<file path="src/rtl/serial_mag_compare_if.sv">
`default_nettype none
// ---------------------------------------------------------------------------
// serial_mag_compare_if : request/result bundle for serial_mag_compare
// Revision: 1.0
// ---------------------------------------------------------------------------
interface serial_mag_compare_if #(
  parameter int WIDTH = 16
);
  logic             start;
  logic [WIDTH-1:0] in1;
  logic [WIDTH-1:0] in2;
  logic             signed_mode;
  logic             busy;
  logic             done;
  logic             low;
  logic             equal;
  logic             great;

  modport master (
    output start, in1, in2, signed_mode,
    input  busy, done, low, equal, great
  );

  modport slave (
    input  start, in1, in2, signed_mode,
    output busy, done, low, equal, great
  );
endinterface
`default_nettype wire

</file>
<file path="src/rtl/serial_mag_compare.sv">
`default_nettype none
// ---------------------------------------------------------------------------
// serial_mag_compare : digit-serial MSB-first magnitude comparator.
// SERIAL_CMP_EARLY_EXIT_EN: stop RUN at the first unequal digit.
// Revision: 1.0
// ---------------------------------------------------------------------------
module serial_mag_compare #(
  parameter int WIDTH = 16,
  parameter int DIGIT = 4
) (
  input  logic                  clk,
  input  logic                  rst,
  serial_mag_compare_if.slave   bus
);
  localparam int N     = WIDTH / DIGIT;
  localparam int CNT_W = (N > 1) ? $clog2(N) : 1;
  localparam logic [CNT_W-1:0] LAST = CNT_W'(N - 1);

  typedef enum logic [1:0] {
    IDLE = 2'd0,
    RUN  = 2'd1,
    DONE = 2'd2
  } state_t;

  state_t           state, state_nxt;
  logic [WIDTH-1:0] sa, sb;
  logic [CNT_W-1:0] cnt;
  logic             decided, res_lt, res_gt;
  logic             low_q, equal_q, great_q;

  logic             accept, finish, step_finish;
  logic             slice_lt, slice_gt, fin_lt, fin_gt;
  logic [WIDTH-1:0] msb_flip;

  // Flipping the sign bit maps two's-complement order onto unsigned order.
  assign msb_flip = {bus.signed_mode, {(WIDTH-1){1'b0}}};
  assign slice_lt = sa[WIDTH-1 -: DIGIT] < sb[WIDTH-1 -: DIGIT];
  assign slice_gt = sa[WIDTH-1 -: DIGIT] > sb[WIDTH-1 -: DIGIT];
  assign fin_lt   = res_lt | (~decided & slice_lt);
  assign fin_gt   = res_gt | (~decided & slice_gt);

`ifdef SERIAL_CMP_EARLY_EXIT_EN
  assign step_finish = (cnt == LAST) || (~decided && (slice_lt || slice_gt));
`else
  assign step_finish = (cnt == LAST);
`endif

  always_ff @(posedge clk) begin
    if (rst) state <= IDLE;
    else     state <= state_nxt;
  end

  always_comb begin
    state_nxt = state;
    accept    = 1'b0;
    finish    = 1'b0;
    unique case (state)
      IDLE: begin
        if (bus.start) begin
          accept    = 1'b1;
          state_nxt = RUN;
        end
      end
      RUN: begin
        if (step_finish) begin
          finish    = 1'b1;
          state_nxt = DONE;
        end
      end
      DONE: begin
        accept    = bus.start;
        state_nxt = bus.start ? RUN : IDLE;
      end
      default: state_nxt = IDLE;
    endcase
  end

  always_ff @(posedge clk) begin
    if (rst) begin
      sa      <= '0;
      sb      <= '0;
      cnt     <= '0;
      decided <= 1'b0;
      res_lt  <= 1'b0;
      res_gt  <= 1'b0;
      low_q   <= 1'b0;
      equal_q <= 1'b0;
      great_q <= 1'b0;
    end else if (accept) begin
      sa      <= bus.in1 ^ msb_flip;
      sb      <= bus.in2 ^ msb_flip;
      cnt     <= '0;
      decided <= 1'b0;
      res_lt  <= 1'b0;
      res_gt  <= 1'b0;
    end else if (state == RUN) begin
      sa  <= {sa[WIDTH-DIGIT-1:0], {DIGIT{1'b0}}};
      sb  <= {sb[WIDTH-DIGIT-1:0], {DIGIT{1'b0}}};
      cnt <= cnt + 1'b1;
      if (~decided && (slice_lt || slice_gt)) begin
        decided <= 1'b1;
        res_lt  <= slice_lt;
        res_gt  <= slice_gt;
      end
      if (finish) begin
        low_q   <= fin_lt;
        great_q <= fin_gt;
        equal_q <= ~(fin_lt | fin_gt);
      end
    end
  end

  assign bus.busy  = (state == RUN);
  assign bus.done  = (state == DONE);
  assign bus.low   = low_q;
  assign bus.equal = equal_q;
  assign bus.great = great_q;
endmodule
`default_nettype wire

</file>
<file path="src/flat_wrapper.sv">
// flat-port wrapper written by rule: the top's interface ports become plain ports
module serial_mag_compare_flat 
#(
  parameter int WIDTH = 16,
  parameter int DIGIT = 4
)
  (clk, rst, bus_start, bus_in1, bus_in2, bus_signed_mode, bus_busy, bus_done, bus_low, bus_equal, bus_great);
  serial_mag_compare_if #(.WIDTH(WIDTH)) bus_i ();
  input  logic clk;
  input  logic rst;
  input wire logic [$bits(bus_i.start)-1:0] bus_start;
  input wire logic [$bits(bus_i.in1)-1:0] bus_in1;
  input wire logic [$bits(bus_i.in2)-1:0] bus_in2;
  input wire logic [$bits(bus_i.signed_mode)-1:0] bus_signed_mode;
  output wire logic [$bits(bus_i.busy)-1:0] bus_busy;
  output wire logic [$bits(bus_i.done)-1:0] bus_done;
  output wire logic [$bits(bus_i.low)-1:0] bus_low;
  output wire logic [$bits(bus_i.equal)-1:0] bus_equal;
  output wire logic [$bits(bus_i.great)-1:0] bus_great;
  assign bus_i.start = bus_start;
  assign bus_i.in1 = bus_in1;
  assign bus_i.in2 = bus_in2;
  assign bus_i.signed_mode = bus_signed_mode;
  assign bus_busy = bus_i.busy;
  assign bus_done = bus_i.done;
  assign bus_low = bus_i.low;
  assign bus_equal = bus_i.equal;
  assign bus_great = bus_i.great;
  serial_mag_compare #(.WIDTH(WIDTH), .DIGIT(DIGIT)) u_core (.clk(clk), .rst(rst), .bus(bus_i));
endmodule
</file>
<file path="config.mk">
export PLATFORM = sky130hd
export DESIGN_NAME = serial_mag_compare_flat
export DESIGN_NICKNAME = d
export VERILOG_FILES = /design/src/rtl/serial_mag_compare_if.sv /design/src/rtl/serial_mag_compare.sv /design/src/flat_wrapper.sv
export SDC_FILE = /design/constraint.sdc
export NUM_CORES = 1
export LEC_CHECK = 0
export ABC_AREA = 1
export CAP_MARGIN = 20
export CELL_PAD_IN_SITES_DETAIL_PLACEMENT = 0
export CELL_PAD_IN_SITES_GLOBAL_PLACEMENT = 1
export CORE_MARGIN = 10
export CORE_UTILIZATION = 35
export DETAILED_ROUTE_END_ITERATION = 7
export GPL_TIMING_DRIVEN = 0
export PLACE_DENSITY_LB_ADDON = 0.1
export SLEW_MARGIN = 20
export SYNTH_ARGS = -nofsm -noshare
export SYNTH_HDL_FRONTEND = slang
export SYNTH_SLANG_ARGS = --single-unit
</file>
<file path="constraint.sdc">
create_clock -name clk -period 1.56 [get_ports clk]
set_input_delay 0.156 -clock clk [delete_from_list [all_inputs] [get_ports clk]]
set_output_delay 0.156 -clock clk [all_outputs]
set_load 0.03 [all_outputs]
</file>
Word-level counts from Yosys, hierarchy flattened. Cells that the tools add are included.

Reduce and logical (&&, ||, !) cells: 8. Add/sub/neg operators: 1. Muxes and demuxes: 12. $lt $le $gt $ge: 2. Equality and inequality tests: 5. Bitwise operators: 10.

Operators with widths (count): 2-to-1 mux 16 bit (4); XOR 16 bit (2); one-hot mux 2 bit (3 select lines) (1); equality test 2 bit (second input constant) (2); greater-than comparator 4 bit (1); less-than comparator 4 bit (1); 2-to-1 mux 1 bit (4); 2-to-1 mux 2 bit (2); AND reduction 2 bit (2); NOT 1 bit (3); OR 1 bit (3); AND reduction 3 bit (1); adder 2 x 1 -> 2 bit (second input constant) (1); bitwise AND 1 bit (2); equality test 2 x 1 -> 1 bit (second input constant) (1); logical NOT 2 bit (1); != test 2 x 1 -> 1 bit (second input constant) (1); != test 2 bit (second input constant) (1); one-hot mux 1 bit (2 select lines) (1); nonzero test 2 bit (1); OR reduction 2 bit (1); logical AND 1 bit (1); logical OR 1 bit (1).

Register bits after elaboration: 42.

Depth between registers and ports, before layout. Gate-level depths: netlist of the first run.

Depth in word-level cells: 5. Gate-level depth with buffers: 11. Depth with buffers taken out: 11.

Least setup slack after synthesis of the first run. OpenSTA, ideal clock, no wires.

Path kind: reg2reg. Start: register u_core.sb[15]. End: register u_core.res_gt. Setup slack: 0.271 ns. Stages on the path, launching flop included: 9. Setup time: 0.119 ns. Buffers on the path: 0. Data arrival time: 1.169 ns. Path through: dfxtp_1 > inv_1 > ha_1 > a21oi_1 > nand2_1 > nand2_1 > nand3_1 > nand2_1 > a21oi_1.

Word-level cells in the longest chain between the ends: 4. Elaborated cells between the ends (all ways): 5. Classes of those cells: order compare: 2; reduce/logical: 3.

RTL lines: start, declared (line serial_mag_compare.sv:26) `logic [WIDTH-1:0] sa, sb;`; start signal, assigned (line serial_mag_compare.sv:91) `sb <= bus.in2 ^ msb_flip;`; start signal, assigned (line serial_mag_compare.sv:98) `sb <= {sb[WIDTH-DIGIT-1:0], {DIGIT{1'b0}}};`; less-than comparator 4 bit / greater-than comparator 4 bit (equally long branches) (line serial_mag_compare.sv:37, serial_mag_compare.sv:38); logical OR 1 bit (line serial_mag_compare.sv:100) `if (~decided && (slice_lt || slice_gt)) begin`; logical AND 1 bit (line serial_mag_compare.sv:100); AND reduction 2 bit (no line); end signal, assigned (line serial_mag_compare.sv:103) `res_gt <= slice_gt;`; end, declared (line serial_mag_compare.sv:28) `logic decided, res_lt, res_gt;`.

Parallel ways exist; a longest one is shown, timed or not. A chain may end at the register's enable or synchronous reset.

Final worst setup path of the first run.
Start: register u_core.state[0]. End: output bus_busy.

Word-level cells in the longest chain between the ends: 1.

RTL lines: start, declared (line serial_mag_compare.sv:25) `state_t state, state_nxt;`; start signal, assigned (line serial_mag_compare.sv:50) `else state <= state_nxt;`; equality test 2 x 1 -> 1 bit (line serial_mag_compare.sv:113) `assign bus.busy = (state == RUN);`; end, declared (line flat_wrapper.sv:15) `output wire logic [$bits(bus_i.busy)-1:0] bus_busy;`.

Every way passes these cells.

==> results.sh, run 1 <==
export IMPL_dieArea_um2=8359
export IMPL_finalSetupViolations=0
export IMPL_crit_type="flip-flop to primary output"
export IMPL_ys_warn_count=0
export IMPL_drc_errors=0
export IMPL_avgSynthCellArea_um2=7.502
export IMPL_clkLatencyLatePin_ns=0.30
export IMPL_via_per_inst=4.695
export IMPL_cts_buffers=5
export IMPL_drt_wl_total_um=4641
export IMPL_holdWs_ns=0.2568
export IMPL_cp_slowest_cell="dfxtp_1"
export IMPL_layout_common_cells="nand2_1 (96), dfxtp_1 (40), clkdlybuf4s50_1 (37)"
export IMPL_pre_cts_ws_ns=-0.1310
export IMPL_core_area_um2=4848
export IMPL_root_buffer="clkbuf_8"
export IMPL_hold_buffers=0
export IMPL_vdd_drop_max_v=0.0005111
export IMPL_cts_tree="built"
export IMPL_worst_ep_required_time_ns=1.40
export IMPL_grt_pass1_vias=1605
export IMPL_end_kind="primary output"
export IMPL_io_buffer_count=39
export IMPL_crit_path_max_incr_delay_ns=0.36
export IMPL_relSlewSlack_pct=64.14
export IMPL_gp_congestion=0.7553
export IMPL_synth_seq_area_share_pct=47.09
export IMPL_min_path_type="input pin to flip-flop"
export IMPL_maxCapViolCount=0
export IMPL_fillers=513
export IMPL_ant_nets=0
export IMPL_clock_sinks=42
export IMPL_placed_area_um2=2260
export IMPL_dr_pass1_iters=4
export IMPL_timing_final_ws_setup_ns=0.08663
export IMPL_drv_slew=0
export IMPL_period_share_pct=94.45
export IMPL_synth_area_um2=1785
export IMPL_drive_gt1_share_pct=9.507
export IMPL_worstPathMaxFanout=10
export IMPL_clkTransAtPathRegs_ns=0.08
export IMPL_p_total_uw=2290
export IMPL_grt_use_total_pct=11.31
export IMPL_antenna_found_initial=0
export IMPL_initial_core_util_pct=36.83
export IMPL_antenna_diode_count=0
export IMPL_synth_seq_cells=42
export IMPL_path_cells="nand2_2 > inv_2 > buf_6 > buf_8 > buf_4"
export IMPL_rsz0062_at_grt="false"
export IMPL_htreeDepth=2
export IMPL_overflow=0
export IMPL_area_growth_pct=31.82
export IMPL_io_pins=41
export IMPL_syn_nets=279
export IMPL_syn_inst=238
export IMPL_finalCriticalPeriod_ns=1.473
export IMPL_die_height_um=91.43
export IMPL_num_vias=1648
export IMPL_finClkSkew_ns=0.006329
export IMPL_final_hold_violation_count=0
export IMPL_p_leak_uw=0.0009158
export IMPL_tightest_slew_ns=0.5378
export IMPL_cts_buffer_depth=2
export IMPL_wl_per_cell_um=13.22
export IMPL_rows=25
export IMPL_p_per_area_nw_per_um2=973.1
export IMPL_cp_buffers_inverters=4
export IMPL_nets=325
export IMPL_final_area_um2=2354
export IMPL_dp_hpwl_um=3485
export IMPL_final_common_cell="nand2_1"
export IMPL_synth_distinct_cells=20
export IMPL_grt_pass1_wl_um=7638
export IMPL_finish_utilization_pct=48.54
export IMPL_drtIter0Drc=57
export IMPL_grt_max_degree=13
export IMPL_fmax_mhz=678.7
export IMPL_cp_top_family="buffers and inverters"
export IMPL_startpoint_type="flip-flop"
export IMPL_outcome="completed"
export IMPL_die_x_um=91.43
export IMPL_cp_arrival_ns=1.32
==> cell families after synthesis <==
| family | share of synthesized area, % |
|---|---|
| flops | 47.09 |
| simple gates | 24.95 |
| fa+ha+maj | 3.504 |
| compound gates | 14.58 |
| buf+inv | 8.408 |
| xor+xnor | 1.472 |
==> per-layer routing <==
metal	track usage (%)	part of all wire, %	up-vias
met3	4.115	4.9	8
li1	-	-	867
met1	13.16	45	743
met4	4.439	1.9	0
met5	0	0	-
met2	18.42	48	30
==> area by class of cell <==
cell class / count / area, µm² / area share (%)
sequential: 42 / 843.3 / 35.83
buffer: 13 / 90.09 / 3.828
tap: 67 / 83.83 / 3.562
multi-input combinational: 166 / 805.8 / 34.24
clock inverter: 1 / 7.507 / 0.3190
timing repair buffer: 39 / 386.6 / 16.43
inverter: 17 / 63.81 / 2.711
clock buffer: 6 / 72.57 / 3.083
==> worst reg2reg max path, cell delays in order, from the launching register on <==
cell,delay [ns]
dfxtp_1,0.31
inv_1,0.06
ha_1,0.32
nand2_1,0.10
inv_1,0.04
nand2_1,0.10
nand2_2,0.07
nand2_1,0.08
nand4_1,0.11
a21oi_1,0.14
==> registers in the layout, summed over array words and instances, names as in the netlist, 2 cells and up <==
| name | cells |
|---|---|
| u_core.state | 2 |
| u_core.sa | 16 |
| u_core.sb | 16 |
| u_core.cnt | 2 |
==> report_power, final <==
group          switching, µW  internal, µW
Combinational            235           200
Clock                    372           307
Sequential              34.4          1140
Total                    642          1650
==> stage by stage <==
| stage | setup TNS (ns) | instances |
|---|---|---|
| finish | 0 | 351 |
| global route | 0 | 351 |
| CTS | 0 | 351 |
| detailed placement | -0.1310 | 344 |
| global placement | -0.1343 | 344 |
| floorplan | 0 | 238 |
==> Yosys cell counts (all sizes together) <==
cell,count,area (µm²)
a31oi,22,137.6
nand3,4,20.02
clkbuf,4,15.01
a211oi,1,7.510
dfxtp,42,840.8
o211ai,1,7.510
ha,5,62.56
xor2,3,26.28
buf,9,71.31
a221oi,2,17.52
inv,17,63.81
o21ai,3,15.01
nand4,2,12.51
nor2,8,30.03
nand2,100,382.9
a21oi,15,75.07
==> path summary, 6_finish.rpt <==
kind,slack (ns),to,cells after the start,start
worst max register to register,0.16,u_core.bus.equal$_SDFFE_PP0P_,9,u_core.sb[15]$_SDFFE_PP0P_
worst min register to register,0.46,u_core.sa[3]$_SDFFE_PP0P_,2,u_core.sa[3]$_SDFFE_PP0P_
worst min-delay path,0.26,u_core.sb[4]$_SDFFE_PP0P_,2,rst
worst max-delay path,0.09,bus_busy,5,u_core.state[0]$_SDFFE_PP0P_
==> what timing repair did <==
action	4_1_cts	5_1_grt
buffers inserted	0	0
setup endpoints to repair	2	6
endpoints found under the hold margin	0	0
gates resized for setup	6	8
No activity file was read; power rests on OpenSTA's default activity.
==> inputs of run 2 (changes only) <==
--- a/config.mk
+++ b/config.mk
@@ -14,7 +14,7 @@
 export DETAILED_ROUTE_END_ITERATION = 7
 export GPL_TIMING_DRIVEN = 0
 export PLACE_DENSITY_LB_ADDON = 0.1
-export SLEW_MARGIN = 20
+export SLEW_MARGIN = 10
 export SYNTH_ARGS = -nofsm -noshare
 export SYNTH_HDL_FRONTEND = slang
 export SYNTH_SLANG_ARGS = --single-unit
==> results of run 2 <==
Same layout as run 1: the final DEF is identical, and so are final timing and power.
